**src/rtl/lcd_pkg.sv**
```systemverilog
// Shared types and constants for the HD44780 timing engine.
// State encoding, default timings and LCD register bit positions.
package lcd_pkg;

    typedef enum logic [2:0] {
        ST_PWRUP,
        ST_IDLE,
        ST_SETUP,
        ST_PULSE,
        ST_HOLD,
        ST_EXEC
    } lcd_state_e;

    localparam int DEF_T_PWRUP = 750000;
    localparam int DEF_T_SETUP = 3;
    localparam int DEF_T_PW    = 25;
    localparam int DEF_T_HOLD  = 2;
    localparam int DEF_T_EXEC  = 2000;
    localparam int DEF_T_CLR   = 82000;

    localparam int LCD_ON = 31;
    localparam int LCD_EN = 10;
    localparam int LCD_RS = 9;
    localparam int LCD_RW = 8;

    // Clear display and return home need the long execution wait.
    function automatic logic is_clr_home(input logic rs, input logic [7:0] data);
        return !rs && (data == 8'h01 || data == 8'h02);
    endfunction

endpackage

```
**src/rtl/lcd_timer.sv**
```systemverilog
// Shared down-counter for all FSM dwell times.
// Reloads on i_load; o_done flags the last cycle of a dwell.
module lcd_timer #(
    parameter int CNT_W   = 20,
    parameter int RST_VAL = 1
) (
    input  logic             i_clk,
    input  logic             i_rst_n,
    input  logic             i_load,
    input  logic [CNT_W-1:0] i_val,
    output logic             o_done
);

    logic [CNT_W-1:0] count;

    // Reset value doubles as the power-up load, since reset enters PWRUP.
    always_ff @(posedge i_clk or negedge i_rst_n) begin
        if (!i_rst_n) begin
            count <= CNT_W'(RST_VAL);
        end else if (i_load) begin
            count <= i_val;
        end else if (count != '0) begin
            count <= count - 1'b1;
        end
    end

    assign o_done = (count == CNT_W'(1));

endmodule

```
**src/rtl/lcd_ctrl.sv**
```systemverilog
// HD44780 timing engine fed by the core LCD register.
// Captures EN rising edges into a one-entry slot and sequences each command.
module lcd_ctrl
    import lcd_pkg::*;
#(
    parameter int T_PWRUP = DEF_T_PWRUP,
    parameter int T_SETUP = DEF_T_SETUP,
    parameter int T_PW    = DEF_T_PW,
    parameter int T_HOLD  = DEF_T_HOLD,
    parameter int T_EXEC  = DEF_T_EXEC,
    parameter int T_CLR   = DEF_T_CLR,
    parameter int CNT_W   = 20
) (
    input  logic        i_clk,
    input  logic        i_rst_n,
    input  logic [31:0] i_lcd_reg,
    output logic [7:0]  o_lcd_data,
    output logic        o_lcd_rs,
    output logic        o_lcd_rw,
    output logic        o_lcd_en,
    output logic        o_lcd_on,
    output logic        o_busy,
    output logic        o_overrun
);

    lcd_state_e       state;
    logic             en_q;
    logic             slot_valid;
    logic             slot_rs;
    logic [7:0]       slot_data;
    logic             capture;
    logic             consume;
    logic             load;
    logic [CNT_W-1:0] load_val;
    logic             done;
    logic [19:0]      unused_bits;

    assign unused_bits = i_lcd_reg[30:11];

    assign capture = i_lcd_reg[LCD_EN] && !en_q &&
                     i_lcd_reg[LCD_ON] && !i_lcd_reg[LCD_RW];
    assign consume = (state == ST_IDLE) && slot_valid;

    lcd_timer #(
        .CNT_W   (CNT_W),
        .RST_VAL (T_PWRUP)
    ) u_timer (
        .i_clk   (i_clk),
        .i_rst_n (i_rst_n),
        .i_load  (load),
        .i_val   (load_val),
        .o_done  (done)
    );

    always_comb begin
        load     = 1'b0;
        load_val = '0;
        unique case (state)
            ST_IDLE: begin
                load     = slot_valid;
                load_val = CNT_W'(T_SETUP);
            end
            ST_SETUP: begin
                load     = done;
                load_val = CNT_W'(T_PW);
            end
            ST_PULSE: begin
                load     = done;
                load_val = CNT_W'(T_HOLD);
            end
            ST_HOLD: begin
                load     = done;
                load_val = is_clr_home(o_lcd_rs, o_lcd_data) ?
                           CNT_W'(T_CLR) : CNT_W'(T_EXEC);
            end
            default: ;
        endcase
    end

    always_ff @(posedge i_clk or negedge i_rst_n) begin
        if (!i_rst_n) begin
            en_q     <= 1'b0;
            o_lcd_on <= 1'b0;
        end else begin
            en_q     <= i_lcd_reg[LCD_EN];
            o_lcd_on <= i_lcd_reg[LCD_ON];
        end
    end

    // A capture may refill the slot in the same cycle IDLE drains it.
    always_ff @(posedge i_clk or negedge i_rst_n) begin
        if (!i_rst_n) begin
            slot_valid <= 1'b0;
            slot_rs    <= 1'b0;
            slot_data  <= 8'h00;
            o_overrun  <= 1'b0;
        end else if (capture && (!slot_valid || consume)) begin
            slot_valid <= 1'b1;
            slot_rs    <= i_lcd_reg[LCD_RS];
            slot_data  <= i_lcd_reg[7:0];
        end else if (capture) begin
            o_overrun  <= 1'b1;
        end else if (consume) begin
            slot_valid <= 1'b0;
        end
    end

    always_ff @(posedge i_clk or negedge i_rst_n) begin
        if (!i_rst_n) begin
            state      <= ST_PWRUP;
            o_lcd_rs   <= 1'b0;
            o_lcd_data <= 8'h00;
            o_lcd_en   <= 1'b0;
        end else begin
            unique case (state)
                ST_PWRUP: if (done) state <= ST_IDLE;
                ST_IDLE: begin
                    if (slot_valid) begin
                        o_lcd_rs   <= slot_rs;
                        o_lcd_data <= slot_data;
                        state      <= ST_SETUP;
                    end
                end
                ST_SETUP: begin
                    if (done) begin
                        o_lcd_en <= 1'b1;
                        state    <= ST_PULSE;
                    end
                end
                ST_PULSE: begin
                    if (done) begin
                        o_lcd_en <= 1'b0;
                        state    <= ST_HOLD;
                    end
                end
                ST_HOLD: if (done) state <= ST_EXEC;
                ST_EXEC: if (done) state <= ST_IDLE;
                default: state <= ST_PWRUP;
            endcase
        end
    end

    assign o_lcd_rw = 1'b0;
    assign o_busy   = (state != ST_IDLE) || slot_valid;

endmodule

```
**config.mk**
```make
export PLATFORM = sky130hd
export DESIGN_NAME = lcd_ctrl
export DESIGN_NICKNAME = d
export VERILOG_FILES = /design/src/rtl/lcd_pkg.sv /design/src/rtl/lcd_timer.sv /design/src/rtl/lcd_ctrl.sv
export SDC_FILE = /design/constraint.sdc
export NUM_CORES = 1
export LEC_CHECK = 0
export ABC_AREA = 1
export ABC_CLOCK_PERIOD_IN_PS = 1800
export CAP_MARGIN = 10
export CORE_AREA = 8 8 85 87
export DETAILED_ROUTE_END_ITERATION = 12
export DIE_AREA = 0 0 93 95
export GPL_ROUTABILITY_DRIVEN = 1
export PLACE_DENSITY = 0.69
export SLEW_MARGIN = 20
export SYNTH_ARGS = -nofsm -noshare
export SYNTH_HDL_FRONTEND = slang
export SYNTH_SLANG_ARGS = --single-unit
export TNS_END_PERCENT = 5
```
**constraint.sdc**
```tcl
create_clock -name i_clk -period 1.8 [get_ports i_clk]
set_input_delay 0.27 -clock i_clk [delete_from_list [all_inputs] [get_ports i_clk]]
set_output_delay 0.27 -clock i_clk [all_outputs]
set_load 0.01 [all_outputs]
```
# After elaboration in Yosys (flattened, before gate mapping)

Cells that the tools add are included.

Register bits: 46
Word-level logic and storage cells: 70
Output and inout bits: 14

Add/subtract/negate cells: 1
Equal/unequal tests: 15
Bitwise gates (word level): 1
Mux-type cells: 17
Reduce and logical (&&, ||, !) cells: 25

Operator list:

| kind                                                  | number |
|---|---|
| case mux 17 bit (4 select lines)                      | 1 |
| 2-to-1 mux 20 bit                                     | 2 |
| equality test 20 x 1 -> 1 bit, second input constant  | 1 |
| nonzero test 20 bit                                   | 1 |
| subtractor 20 x 1 -> 20 bit, second input constant    | 1 |
| 2-to-1 mux 17 bit                                     | 1 |
| 2-to-1 mux 3 bit                                      | 5 |
| case mux 3 bit (5 select lines)                       | 1 |
| equality test 8 x 1 -> 1 bit, second input constant   | 1 |
| equality test 8 x 2 -> 1 bit, second input constant   | 1 |
| inequality test 2 bit, second input constant          | 4 |
| equality test 3 x 2 -> 1 bit, second input constant   | 2 |
| equality test 3 bit, second input constant            | 2 |
| logical AND 1 bit                                     | 6 |
| AND reduction 2 bit                                   | 3 |
| nonzero test 2 bit                                    | 3 |
| 2-to-1 mux 1 bit                                      | 5 |
| AND reduction 5 bit                                   | 1 |
| logical NOT 1 bit                                     | 4 |
| inequality test 2 x 1 -> 1 bit, second input constant | 2 |
| case mux 1 bit (2 select lines)                       | 2 |
| equality test 3 x 1 -> 1 bit, second input constant   | 1 |
| logical NOT 3 bit                                     | 1 |
| logical OR 1 bit                                      | 3 |
| 5 further kinds                                       | 5 |

# Depth between registers and ports, before layout

Depth after elaboration: 7
Gate-level depth with buffers: 10

# By module

Synthesis repeated with hierarchy kept, for this count alone.

Cell total of the unflattened synthesis: 371
Area total of the unflattened synthesis: 2725.1 um^2

By module, submodules not included:

| module    | times used | sequential area each (um^2) | cells an instance | area an instance (um^2) |
|---|---|---|---|---|
| lcd_timer | 1          | 513.0                       | 225               | 1517.7 |
| lcd_ctrl  | 1          | 650.6                       | 146               | 1207.4 |

# Worst setup path after synthesis

No wires, ideal clock.

Kind: register -> register
From: reg u_timer.count[0]
To: reg u_timer.count[10]
Period minus slack after synthesis: 1.524 ns
Data required time: 1.676 ns
Setup slack: 0.276 ns
Stages on the path, launching flop included: 10
Path buffers: 0
Arrival time: 1.400 ns
Cell sequence: dfrtp_1 inv_1 ha_1 nand2_2 nor2_4 nand3_4 clkinv_4 nand3_4 inv_4 a21oi_1

Longest elaborated chain between the ends: 3
Elaborated cells between the ends (all ways): 7
Classes of those cells: add/sub: 1; eq/ne: 1; mux: 3; reduce/logical: 2

RTL lines:

| item                                                                         | RTL line                         | source |
|---|---|---|
| start: declaration                                                           | lcd_timer.sv:14                  | `logic [CNT_W-1:0] count;` |
| start signal: assignment                                                     | lcd_timer.sv:19                  | `count <= CNT_W'(RST_VAL);` |
| start signal: assignment                                                     | lcd_timer.sv:21                  | `count <= i_val;` |
| start signal: assignment                                                     | lcd_timer.sv:23                  | `count <= count - 1'b1;` |
| subtractor 20 x 1 -> 20 bit or equality test 20 x 1 -> 1 bit (tied branches) | lcd_timer.sv:23, lcd_timer.sv:27 |  |
| 2-to-1 mux 20 bit or case mux 1 bit (2 select lines) (tied branches)         | lcd_timer.sv:22, lcd_ctrl.sv:58  |  |
| 2-to-1 mux 20 bit or nonzero test 2 bit (tied branches)                      | --                               |  |

Several ways; a longest one is shown, not always the timed one. The select of a mux whose other input is x is not followed.
A chain may end at the register's enable or synchronous reset.

# Worst setup path after layout

Same ends and word-level chain as after synthesis.

==> impl_metrics.sql <==
INSERT INTO impl_metrics (metric_group, metric, value, unit) VALUES
('grt', 'grt_use_total', '0.124', ''),
('die', 'die_w', '93', 'um'),
('grt', 'grt_pass1_vias', '1960', ''),
('timing', 'final-setup-viol-count', '0', ''),
('power_and_ir_drop', 'power.share.switching', '0.200', ''),
('yosys', 'number_of_enable_flip_flop_cells_after_synthesis', '0', ''),
('setup_path', 'cp_data_arrival_time', '1.87', 'ns'),
('timing', 'final_skew', '0.00848', 'ns'),
('die', 'floorplan.die_area', '8840', 'um^2'),
('power_and_ir_drop', 'power.leakage', '0.00160', 'uW'),
('timing', 'timing.max_slew.rel_slack', '0.627', ''),
('clock_tree', 'cts_buffers', '5', ''),
('setup_path', 'setup.worst_path.class', 'flip-flop to flip-flop', ''),
('route', 'number_of_vias_after_detailed_routing', '1955', ''),
('die', 'core_region_area', '5820', 'um^2'),
('power_and_ir_drop', 'power.share.sequential', '0.559', ''),
('yosys', 'synth_cell_type_count', '40', ''),
('hold_path', 'worst_hold_path.endpoint', 'en_q$_DFF_PN0_', ''),
('yosys', 'synth.top_cell.area_share', '0.355', ''),
('layout', 'layout_cell_share_with_drive_strength_beyond_1', '0.225', ''),
('layout', 'design_area', '3030', 'um^2'),
('setup_path', 'worst-r2r-cell-count', '9', ''),
('route', 'route.antenna.remaining_nets', '0', ''),
('power_and_ir_drop', 'clockPowerShare', '0.407', ''),
('timing', 'tightest_slew', '0.560', 'ns'),
('clock_tree', 'clock_insertion_delay_worst_skew', '0.29', 'ns'),
('route', 'vias_per_cell', '4.84', ''),
('power_and_ir_drop', 'power.internal', '1490', 'uW'),
('die', 'ios', '48', ''),
('route', 'post_drt_wl_per_cell', '12.2', 'um'),
('hold_path', 'hold_path.class', 'input port to flip-flop', ''),
('clock_tree', 'clkSlewWorstSetupHoldPaths', '0.08', 'ns'),
('timing', 'period_utilization', '0.940', ''),
('place', 'dpl.hpwl', '3750', 'um'),
('die', 'placementRows', '28', ''),
('yosys', 'synth_most_common_cell', 'nand2_1', ''),
('clock_tree', 'cts_root_buffer', 'clkbuf_8', ''),
('place', 'place_congestion', '0.828', ''),
('layout', 'multiInputGateArea', '1220', 'um^2'),
('yosys', 'synth_common_cells', 'nand2_1, dfrtp_1, nor2_1', ''),
('yosys', 'synthCells', '290', ''),
('status', 'run_status', 'completed', ''),
('layout', 'diodes', '0', ''),
('die', 'die_h', '95', 'um'),
('hold_path', 'holdPathStages', '1', ''),
('route', 'drt_drc_violations_left', '0', ''),
('hold_path', 'timing.hold.worst.start', 'i_lcd_reg[10]', ''),
('place', 'placed_cells_incl_taps', '394', ''),
('layout', 'seq_area', '1160', 'um^2'),
('yosys', 'yosys.area.top_type', 'dfrtp_1', ''),
('timing', 'setup_repair_after_global_routing_missed_its_margin', 'yes', ''),
('setup_path', 'timing.reg2reg.setup_slack', '0.11', 'ns'),
('setup_path', 'crit_path_max_fanout', '10', ''),
('power_and_ir_drop', 'vdd.ir_drop.worst', '352', 'uV'),
('run', 'max-cap-violations', '0', ''),
('layout', 'synth_to_final_area_change', '19.4', '%'),
('setup_path', 'r2r-end', 'u_timer.count[10]$_DFFE_PN0P_', ''),
('grt', 'grt_start_max_net_pins', '24', ''),
('yosys', 'total_of_warnings_raised_by_yosys', '0', ''),
('layout', 'final_core_util', '0.522', ''),
('timing', 'layout_setup_ws', '0.108', 'ns'),
('yosys', 'synth_cell_area', '2540', 'um^2'),
('yosys', 'postSynth.topFlopCell', 'dfrtp_1', ''),
('grt', 'grt_first_pass_wirelength', '8800', 'um'),
('place', 'buffer_ports.inserted', '26', ''),
('yosys', 'net_count_of_the_mapped_netlist', '326', ''),
('clock_tree', 'tritoncts', 'built', ''),
('die', 'starting_density', '0.437', ''),
('clock_tree', 'tritoncts_num_sinks', '46', ''),
('power_and_ir_drop', 'pwr-share-comb', '0.033', ''),
('route', 'detail_route.first_pass.iterations', '7', '');
how the worst max path moves through the flow:
| stage | startpoint | end | slack, ns | cells after the start |
|---|---|---|---|---|
| 2_1_floorplan | u_timer.count[0]$_DFFE_PN0P_ | u_timer.count[10]$_DFFE_PN0P_ | 0.28 | 9 |
| 3_3_place_gp | u_timer.count[0]$_DFFE_PN0P_ | u_timer.count[9]$_DFFE_PN0P_ | 0.10 | 9 |
| 3_5_place_dp | state[1]$_DFFE_PN0P_ | o_busy | 0.07 | 4 |
| 4_1_cts | state[2]$_DFFE_PN0P_ | o_busy | 0.004 | 6 |
| 5_1_grt | u_timer.count[0]$_DFFE_PN0P_ | u_timer.count[0]$_DFFE_PN0P_ | 0.003 | 10 |
| 6_report | u_timer.count[0]$_DFFE_PN0P_ | u_timer.count[10]$_DFFE_PN0P_ | 0.11 | 9 |
logic make-up after synthesis:
| logic type | after synthesis | synth area share |
|---|---|---|
| compound gates | 33 | 0.0695 |
| xor+xnor | 14 | 0.0483 |
| fa+ha+maj | 2 | 0.00985 |
| buf+inv | 31 | 0.0680 |
| flops | 46 | 0.458 |
| mux | 4 | 0.0207 |
| other cells | 1 | 0.00148 |
| simple gates | 159 | 0.324 |
metal layers:
layer / routed length [um] / global-route usage
met5: 0 / 0
met2: 2350 / 0.205
met1: 2290 / 0.148
met4: 76 / 0.0443
met3: 236 / 0.0429
critical path, stage by stage, from the launching register on:
cell	delay, ns
dfrtp_1	0.43
inv_1	0.12
ha_2	0.21
nand2_2	0.11
nor2_4	0.18
nand3_4	0.14
clkinv_4	0.12
nand3_4	0.10
inv_6	0.11
a21oi_1	0.05
through the flow:
step                hold slack [ns]  power, uW
finish                        0.437       1860
floorplan                   -0.0256       1060
global placement              0.281       1120
CTS                           0.425       1880
detailed placement            0.286       1120
global route                  0.421       1940
state kept, by name (all words and copies together) (netlist names), 3 cells and up:
signal         flops
u_timer.count     20
o_lcd_data         8
slot_data          8
state              3
placed cells by master, fill, tap and decap left out, types with 5 or more instances in the layout:
cell type        instances
nand2_1                 60
nor2_1                  35
dfrtp_1                 35
clkdlybuf4s50_1         24
inv_1                   19
a21oi_1                 18
nand3_1                 17
buf_4                   12
o21ai_0                 11
nand2_2                 10
dfstp_2                 10
xor2_1                   9
nor2_2                   8
nor3_1                   8
xnor2_1                  5
clkbuf_8                 5
power groups by stage:
stage	registers, uW	logic (uW)	clock network [uW]
2_1_floorplan	1060	5.03	0
3_3_place_gp	1060	61.8	0
3_5_place_dp	1060	62.2	0
4_1_cts	1040	64.2	782
5_1_grt	1040	70.3	828
6_report	1040	62.1	756
layout make-up:
class                      instances  share of cell area
tap                               75              0.0309
sequential                        46               0.384
multi-input combinational        213               0.401
clock buffer                       6              0.0239
inverter                          23              0.0318
timing repair buffer              39               0.116
clock inverter                     2              0.0124
timing repair:
item / 4_1_cts / 5_1_grt
endpoints found under the setup margin: 1 / 9
endpoints found under the hold margin: 16 / 0
gates resized for setup: 3 / 5
pin swaps: 1 / 1
setup buffers: 1 / 0
hold buffers: 1 / 0
No activity file was read; power rests on OpenSTA's default activity.
